## src/rtl/pwm_pkg.sv

```systemverilog
// Shared constants and FSM state encoding for the PWM capture block.
package pwm_pkg;

   localparam int PWM_WIDTH       = 16;
   localparam int PWM_SYNC_STAGES = 2;
   localparam logic [PWM_WIDTH-1:0] CNT_MAX = '1;

   typedef enum logic [1:0] {
      ST_IDLE      = 2'd0,
      ST_WAIT_RISE = 2'd1,
      ST_HIGH      = 2'd2,
      ST_LOW       = 2'd3
   } cap_state_e;

endpackage

```

## src/rtl/pwm_sync_edge.sv

```systemverilog
// Synchroniser for the asynchronous PWM input plus registered rise/fall detection.
module pwm_sync_edge #(
   parameter int SYNC_STAGES = 2
) (
   input  logic clk,
   input  logic rst_n,
   input  logic pwm_in,
   output logic pwm_s,
   output logic rise,
   output logic fall
);

   logic [SYNC_STAGES-1:0] r_sync;
   logic                   r_d;
   logic                   r_rise;
   logic                   r_fall;
   logic                   w_sync_out;

   assign w_sync_out = r_sync[SYNC_STAGES-1];

   always_ff @(posedge clk or negedge rst_n) begin
      if (!rst_n) begin
         r_sync <= '0;
         r_d    <= 1'b0;
         r_rise <= 1'b0;
         r_fall <= 1'b0;
      end else begin
         r_sync <= {r_sync[SYNC_STAGES-2:0], pwm_in};
         r_d    <= w_sync_out;
         r_rise <= w_sync_out & ~r_d;
         r_fall <= ~w_sync_out & r_d;
      end
   end

   // Level is delayed to stay aligned with the registered edge strobes.
   assign pwm_s = r_d;
   assign rise  = r_rise;
   assign fall  = r_fall;

endmodule

```

## src/rtl/pwm_capture.sv

```systemverilog
// Measures period and high time of an incoming PWM waveform in capture-clock cycles.
module pwm_capture
   import pwm_pkg::*;
#(
   parameter int WIDTH       = PWM_WIDTH,
   parameter int SYNC_STAGES = PWM_SYNC_STAGES
) (
   input  logic             chosen_clk,
   input  logic             rst_n,
   input  logic             capture_en,
   input  logic             pwm_in,
   output logic [WIDTH-1:0] period_out,
   output logic [WIDTH-1:0] DC_out,
   output logic             valid,
   output logic             timeout,
   output logic             stuck_level
);

   localparam logic [WIDTH-1:0] C_CNT_MAX = {WIDTH{1'b1}};

   cap_state_e       r_state;
   cap_state_e       w_state_next;
   logic [WIDTH-1:0] r_cnt;
   logic [WIDTH-1:0] r_hi_len;
   logic [WIDTH-1:0] r_period;
   logic [WIDTH-1:0] r_dc;
   logic             r_valid;
   logic             r_timeout;
   logic             r_stuck;
   logic             w_pwm_s;
   logic             w_rise;
   logic             w_fall;
   logic             w_cnt_max;
   logic             w_emit;
   logic             w_load_hi;
   logic             w_set_to;
   logic             w_cnt_start;
   logic             w_cnt_run;

   pwm_sync_edge #(
      .SYNC_STAGES(SYNC_STAGES)
   ) u_sync_edge (
      .clk    (chosen_clk),
      .rst_n  (rst_n),
      .pwm_in (pwm_in),
      .pwm_s  (w_pwm_s),
      .rise   (w_rise),
      .fall   (w_fall)
   );

   assign w_cnt_max = (r_cnt == C_CNT_MAX);

   always_ff @(posedge chosen_clk or negedge rst_n) begin
      if (!rst_n) r_state <= ST_IDLE;
      else        r_state <= w_state_next;
   end

   // Edges are examined before saturation so an edge always beats a timeout.
   always_comb begin
      w_state_next = r_state;
      w_emit       = 1'b0;
      w_load_hi    = 1'b0;
      w_set_to     = 1'b0;
      w_cnt_start  = 1'b0;
      w_cnt_run    = 1'b0;
      if (!capture_en) begin
         w_state_next = ST_IDLE;
      end else begin
         case (r_state)
            ST_IDLE: w_state_next = ST_WAIT_RISE;
            ST_WAIT_RISE: begin
               if (w_rise) begin
                  w_state_next = ST_HIGH;
                  w_cnt_start  = 1'b1;
               end
            end
            ST_HIGH: begin
               w_cnt_run = 1'b1;
               if (w_fall) begin
                  w_state_next = ST_LOW;
                  w_load_hi    = 1'b1;
               end else if (w_cnt_max) begin
                  w_state_next = ST_WAIT_RISE;
                  w_set_to     = 1'b1;
               end
            end
            ST_LOW: begin
               w_cnt_run = 1'b1;
               if (w_rise) begin
                  w_state_next = ST_HIGH;
                  w_emit       = 1'b1;
                  w_cnt_start  = 1'b1;
               end else if (w_cnt_max) begin
                  w_state_next = ST_WAIT_RISE;
                  w_set_to     = 1'b1;
               end
            end
            default: w_state_next = ST_IDLE;
         endcase
      end
   end

   always_ff @(posedge chosen_clk or negedge rst_n) begin
      if (!rst_n) begin
         r_cnt     <= '0;
         r_hi_len  <= '0;
         r_period  <= '0;
         r_dc      <= '0;
         r_valid   <= 1'b0;
         r_timeout <= 1'b0;
         r_stuck   <= 1'b0;
      end else begin
         r_valid <= w_emit;
         if (!capture_en) begin
            r_cnt     <= '0;
            r_timeout <= 1'b0;
         end else begin
            if (w_cnt_start)                 r_cnt <= WIDTH'(1);
            else if (w_cnt_run && !w_cnt_max) r_cnt <= r_cnt + WIDTH'(1);
            if (w_load_hi) r_hi_len <= r_cnt;
            if (w_emit) begin
               r_period  <= r_cnt;
               r_dc      <= r_hi_len;
               r_timeout <= 1'b0;
            end else if (w_set_to) begin
               r_timeout <= 1'b1;
               r_stuck   <= w_pwm_s;
            end
         end
      end
   end

   assign period_out  = r_period;
   assign DC_out      = r_dc;
   assign valid       = r_valid;
   assign timeout     = r_timeout;
   assign stuck_level = r_stuck;

endmodule

```

## config.mk

```make
export PLATFORM = sky130hd
export DESIGN_NAME = pwm_capture
export DESIGN_NICKNAME = d
export VERILOG_FILES = /design/src/rtl/pwm_pkg.sv /design/src/rtl/pwm_sync_edge.sv /design/src/rtl/pwm_capture.sv
export SDC_FILE = /design/constraint.sdc
export NUM_CORES = 1
export LEC_CHECK = 0
export CAP_MARGIN = 20
export CORE_AREA = 2 2 98 100
export CTS_BUF_LIST = sky130_fd_sc_hd__clkbuf_2
export DETAILED_ROUTE_END_ITERATION = 16
export DIE_AREA = 0 0 100 102
export GPL_ROUTABILITY_DRIVEN = 0
export PLACE_DENSITY_LB_ADDON = 0.08
export SLEW_MARGIN = 30
export SYNTH_ARGS = -nofsm -noshare
export SYNTH_HDL_FRONTEND = slang
export SYNTH_SLANG_ARGS = --single-unit
```

## constraint.sdc

```tcl
create_clock -name chosen_clk -period 1.9 [get_ports chosen_clk]
set_input_delay 0.475 -clock chosen_clk [delete_from_list [all_inputs] [get_ports chosen_clk]]
set_output_delay 0.475 -clock chosen_clk [all_outputs]
set_load 0.02 [all_outputs]
```

Yosys cells after proc, flatten, opt, wreduce, memory -nomap -nowiden:

Index checks and enable logic that the tools add are counted.

* word-level logic and storage cells: 60
* register bits after elaboration: 74
* input port bits: 4
* output and inout bits: 35

* reduce and logical (&&, ||, !) cells: 8
* bitwise operators: 5
* eq/ne operators: 7
* mux-type cells: 27
* add/subtract/negate cells: 1

Operator list (number)
* $mux W16: 3
* $mux W1: 17
* $add A16 B1 Y16 const B: 1
* $eq A16 B16 Y1 const B: 1
* $mux W2: 5
* $pmux W2 S4: 1
* $ne A3 B1 Y1 const B: 2
* $eq A2 B2 Y1 const B: 2
* $reduce_and A2 Y1: 2
* $reduce_or A2 Y1: 2
* $ne A3 B2 Y1 const B: 1
* $not A1 Y1: 3
* $reduce_and A3 Y1: 1
* $and A1 B1 Y1: 2
* $eq A2 B1 Y1 const B: 1
* $logic_not A2 Y1: 1
* $pmux W1 S2: 1
* $logic_and A1 B1 Y1: 1
* $logic_not A1 Y1: 1

Longest topological paths before layout:

Gate-level depths: netlist (run 1).

* depth in word-level cells: 8
* mapped depth: 7
* mapped depth without buffers: 5

By module:

Synthesis (run 1) repeated with hierarchy kept, for this count alone.

* cell total of the unflattened synthesis: 296
* area total of the unflattened synthesis: 3088.0 um^2

By module, submodules not included
* pwm_capture: times used 1, sequential area each 1726.7 um^2, cells an instance 289, area each 2947.8 um^2
* pwm_sync_edge: times used 1, sequential area each 125.1 um^2, cells an instance 7, area each 140.1 um^2

Worst setup path after synthesis (run 1):

No wires, ideal clock.

* path kind: reg2reg
* start point: register r_cnt[0]
* end point: register r_cnt[14]
* library setup time: 0.078 ns
* data required time: 1.822 ns
* clock period less this slack: 1.710 ns
* cell stages (with the launch flop): 6
* arrival: 1.632 ns
* setup slack: 0.190 ns
* cell sequence: dfrtp_1 -> ha_1 -> nand4_1 -> a211o_1 -> or3_1 -> a21oi_1

* longest elaborated chain between the ends: 4
* elaborated cells between the ends (all ways): 8
* those cells by class: add/sub (1); eq/ne (2); mux (3); reduce/logical (2)

RTL lines
* start: declaration: line pwm_capture.sv:23 `logic [WIDTH-1:0] r_cnt;`
* start signal: assignment: line pwm_capture.sv:119 `else if (w_cnt_run && !w_cnt_max) r_cnt <= r_cnt + WIDTH'(1);`
* $add A16 B1 Y16 / $eq A16 B16 Y1 (equally long branches): line pwm_capture.sv:119, pwm_capture.sv:51
* $mux W16 / $logic_not A1 Y1 (equally long branches): line pwm_capture.sv:119
* $mux W16 / $logic_and A1 B1 Y1 (equally long branches): line pwm_capture.sv:118, pwm_capture.sv:119
* $mux W16 / $ne A3 B1 Y1 (equally long branches)

Several ways; a longest one is shown, not always the timed one. The select of a mux whose other input is x is not followed.
A chain may end at the register's enable or synchronous reset.

Worst setup path in the final report (run 1):

* start point: register r_dc[0], in the netlist DC_out[0]
* end point: output port DC_out[0]

RTL lines
* start: declaration: line pwm_capture.sv:26 `logic [WIDTH-1:0] r_dc;`
* start signal: assignment: line pwm_capture.sv:123 `r_dc <= r_hi_len;`
* end: declaration: line pwm_capture.sv:13 `output logic [WIDTH-1:0] DC_out,`

No word-level cell between the ends.

==> impl_metrics.yaml, run 1 <==
outcome:
  outcome: "completed"
drt:
  drc_errors: 0
  ant_nets: 0
  avgViaCountPerCell: 4.83
  drtIter0Drc: 139
  routed_wl_um: 6660
  via_count: 2314
  dr.pass1.iters: 4
  routedWlPerCell_um: 13.9
synthesis:
  synthesis.nets: 306
  syn_area_sq_um: 3110
  avgSynthCellArea_sq_um: 10.3
  syn-instance-count: 301
  ys_seq_elements: 74
  yosysSeqAreaShare_pct: 59.6
  async_flop_share_pct: 100
  synthTopCellsByArea: "dfrtp_1 (60%), nand2_1 (13%), mux2_2 (5.8%)"
  synth_top_area_share_pct: 59.6
  synthDistinctLibCells: 44
  synthFlopType: "dfrtp_1"
  yosys_warnings: 0
  synth_edf_count: 0
  yosysTopAreaCell: "dfrtp_1"
global_routing:
  grt_usage_pct: 14.8
  met2_usage_pct: 22.9
  grt_max_degree: 35
  grt_pass1_vias: 2416
  grt_use_met3_pct: 2.33
  antenna_found_initial: 0
  busiest_layer: "met2"
  grtUsageMet1_pct: 20.7
  grt_pass1_wl_um: 11800
  overflow: 0
finish:
  layout_commonest_cell: "nand2_1"
  layout_common_cells: "nand2_1 (106), dfrtp_1 (74), dlygate4sd2_1 (35), buf_4 (28), mux2_2 (16)"
  drive_above_1_share_pct: 17.7
  antenna_cells: 0
  nNetsFinal: 368
  layout-area-overhead-vs-synth_pct: 23.7
  design_area_sq_um: 3840
worst_setup_path:
  startpoint_type: "register"
  slowest_stage: "dfrtp_1"
  worstSetupPathType: "register to primary output"
  cp_num_cells: 1
  cp-startpoint: "DC_out[0]"
  cp_slowest_stage_delay_ns: 0.43
  crit_buf_inv: 1
  critical_path_arrival_ns: 1.25
  r2r-start: "r_cnt[5]"
  r2r-end: "r_cnt[0]"
  cp_top_family: "flip-flops"
  r2r_cells: 4
  rrSetupSlack_ns: 0.19
  crit_required_ns: 1.42
  worstPathMaxFanout: 2
  path_cells: "dlygate4sd2_1"
  critical_path.endpoint: "DC_out[0]"
  endpoint_kind: "primary output"
timing:
  period_share_pct: 90.8
  hold_viol: 0
  rsz0062_at_grt: "false"
  finClkSkew_ns: 0.0285
  maxSlewViolCount: 0
  worstMarginPinSlew_ns: 0.453
  setup_viol: 0
  slew_headroom_pct: 69.8
  worst_slack_ns: 0.175
  max_freq_ghz: 0.580
  fin_crit_ns: 1.73
die:
  die_area_sq_um: 10200
  start_util_pct: 34.1
  die_w_um: 100
  die_h_um: 102
  ioPinCount: 39
  num_rows: 35
  core_sq_um: 9110
pwr:
  peakVddDrop_mv: 0.270
  p_total_w: 0.00255
  power.density_nw_per_um2: 664
  p_leak_nw: 2.06
run:
  drv_cap: 0
place:
  port_buffers: 38
  placed_cell_area_sq_um: 3770
  dp_hpwl_um: 4860
  pre_cts_slack_ns: -0.0507
clock_network:
  post-cts-setup-buffers: 0
  cts_buffers: 9
  clockBufferDepth: 2
  htreeDepth: 3
  insertion_delay_ns: 0.50
  cts_tree: "yes"
  numClockSinks: 74
  clk_pin_slew_ns: 0.21
  root_buffer: "clkbuf_2"
hold_path:
  hp-class: "register to register"
  worstHoldStart: "u_sync_edge.r_sync[0]"
==> stage by stage <==
step / instances / utilization, % / TNS, ns / hold slack (ns)
2_1_floorplan: 301 / - / 0 / 0.179
3_3_place_gp: 462 / 41.4 / -0.0287 / 0.336
3_5_place_dp: 462 / 41.4 / -0.167 / 0.347
4_1_cts: 479 / 42.2 / 0 / 0.347
5_1_grt: 479 / 42.2 / 0 / 0.363
6_report: 479 / 42.2 / 0 / 0.382
==> registers in the layout, indices dropped and copies added (netlist names) <==
register	cells
DC_out	16
period_out	16
r_cnt	16
r_hi_len	16
r_state	2
u_sync_edge.r_sync	2
stuck_level	1
timeout	1
u_sync_edge.fall	1
u_sync_edge.pwm_s	1
u_sync_edge.rise	1
valid	1
==> synthesized netlist by cell type, types with 3 or more instances <==
cell and count:
nand2_1 106, mux2_2 16, o21ai_0 8, nor4_1 4, buf_6 3, nor2_1 8
a21oi_1 7, nand3_1 8, nand4_1 7, nor3_1 4, dfrtp_1 74, or3_1 3
clkbuf_1 6, buf_2 6, inv_1 3
==> layout make-up <==
type	instances	area, sq um
clock buffers	10	50.0
flip-flops and latches	74	1850
well taps	111	139
inverters	3	11.3
multi-input cells	207	1140
repair buffers	68	587
fillers	961	5270
clock inverters	6	56.3
==> worst min-delay path by stage <==
stage | slack (ns) | cells after the start | to
detailed placement | 0.35 | 0 | u_sync_edge.r_sync[1]
finish | 0.38 | 0 | u_sync_edge.r_sync[1]
CTS | 0.35 | 1 | u_sync_edge.r_sync[0]
global route | 0.36 | 1 | u_sync_edge.r_sync[0]
floorplan | 0.18 | 0 | DC_out[0]
global placement | 0.34 | 0 | u_sync_edge.r_sync[1]
==> what timing repair did <==
action,4_1_cts,5_1_grt
endpoints found under the setup margin,35,0
gates resized for setup,35,0
endpoints found under the hold margin,32,0
hold buffers,1,0
==> logic make-up (layout without fill, tap and decap cells) <==
family / count (synthesis) / count (layout) / synth area share (%)
mux: 17 / 17 / 6.12
xor+xnor: 4 / 4 / 1.13
buf+inv: 20 / 87 / 3.51
fa+ha+maj: 1 / 1 / 0.403
simple gates: 155 / 155 / 22.3
compound gates: 30 / 30 / 6.89
flops: 74 / 74 / 59.6
==> routing by layer <==
metal,routed length [um],share of wire (%),vias to the layer above
met2,2940,44,51
met4,140,2.1,0
met1,3300,50,1114
met5,0,0,-
met3,286,4.3,11
li1,-,-,1138
==> power by group <==
group,internal [W],leakage (nW),switching [W]
registers,0.00159,1.02,0.0000102
clock network,0.000302,0.0712,0.000539
logic,0.0000408,0.969,0.0000663
total,0.00193,2.06,0.000615
Note: power is estimated with default switching activity, not from simulation.
==> inputs of run 2 (changes only) <==
--- a/config.mk
+++ b/config.mk
@@ -5,6 +5,7 @@
 export SDC_FILE = /design/constraint.sdc
 export NUM_CORES = 1
 export LEC_CHECK = 0
+export ABC_AREA = 0
 export CAP_MARGIN = 20
 export CORE_AREA = 2 2 98 100
 export CTS_BUF_LIST = sky130_fd_sc_hd__clkbuf_2
==> results of run 2 <==
The final DEF is identical to that of run 1; final timing and power are the same.
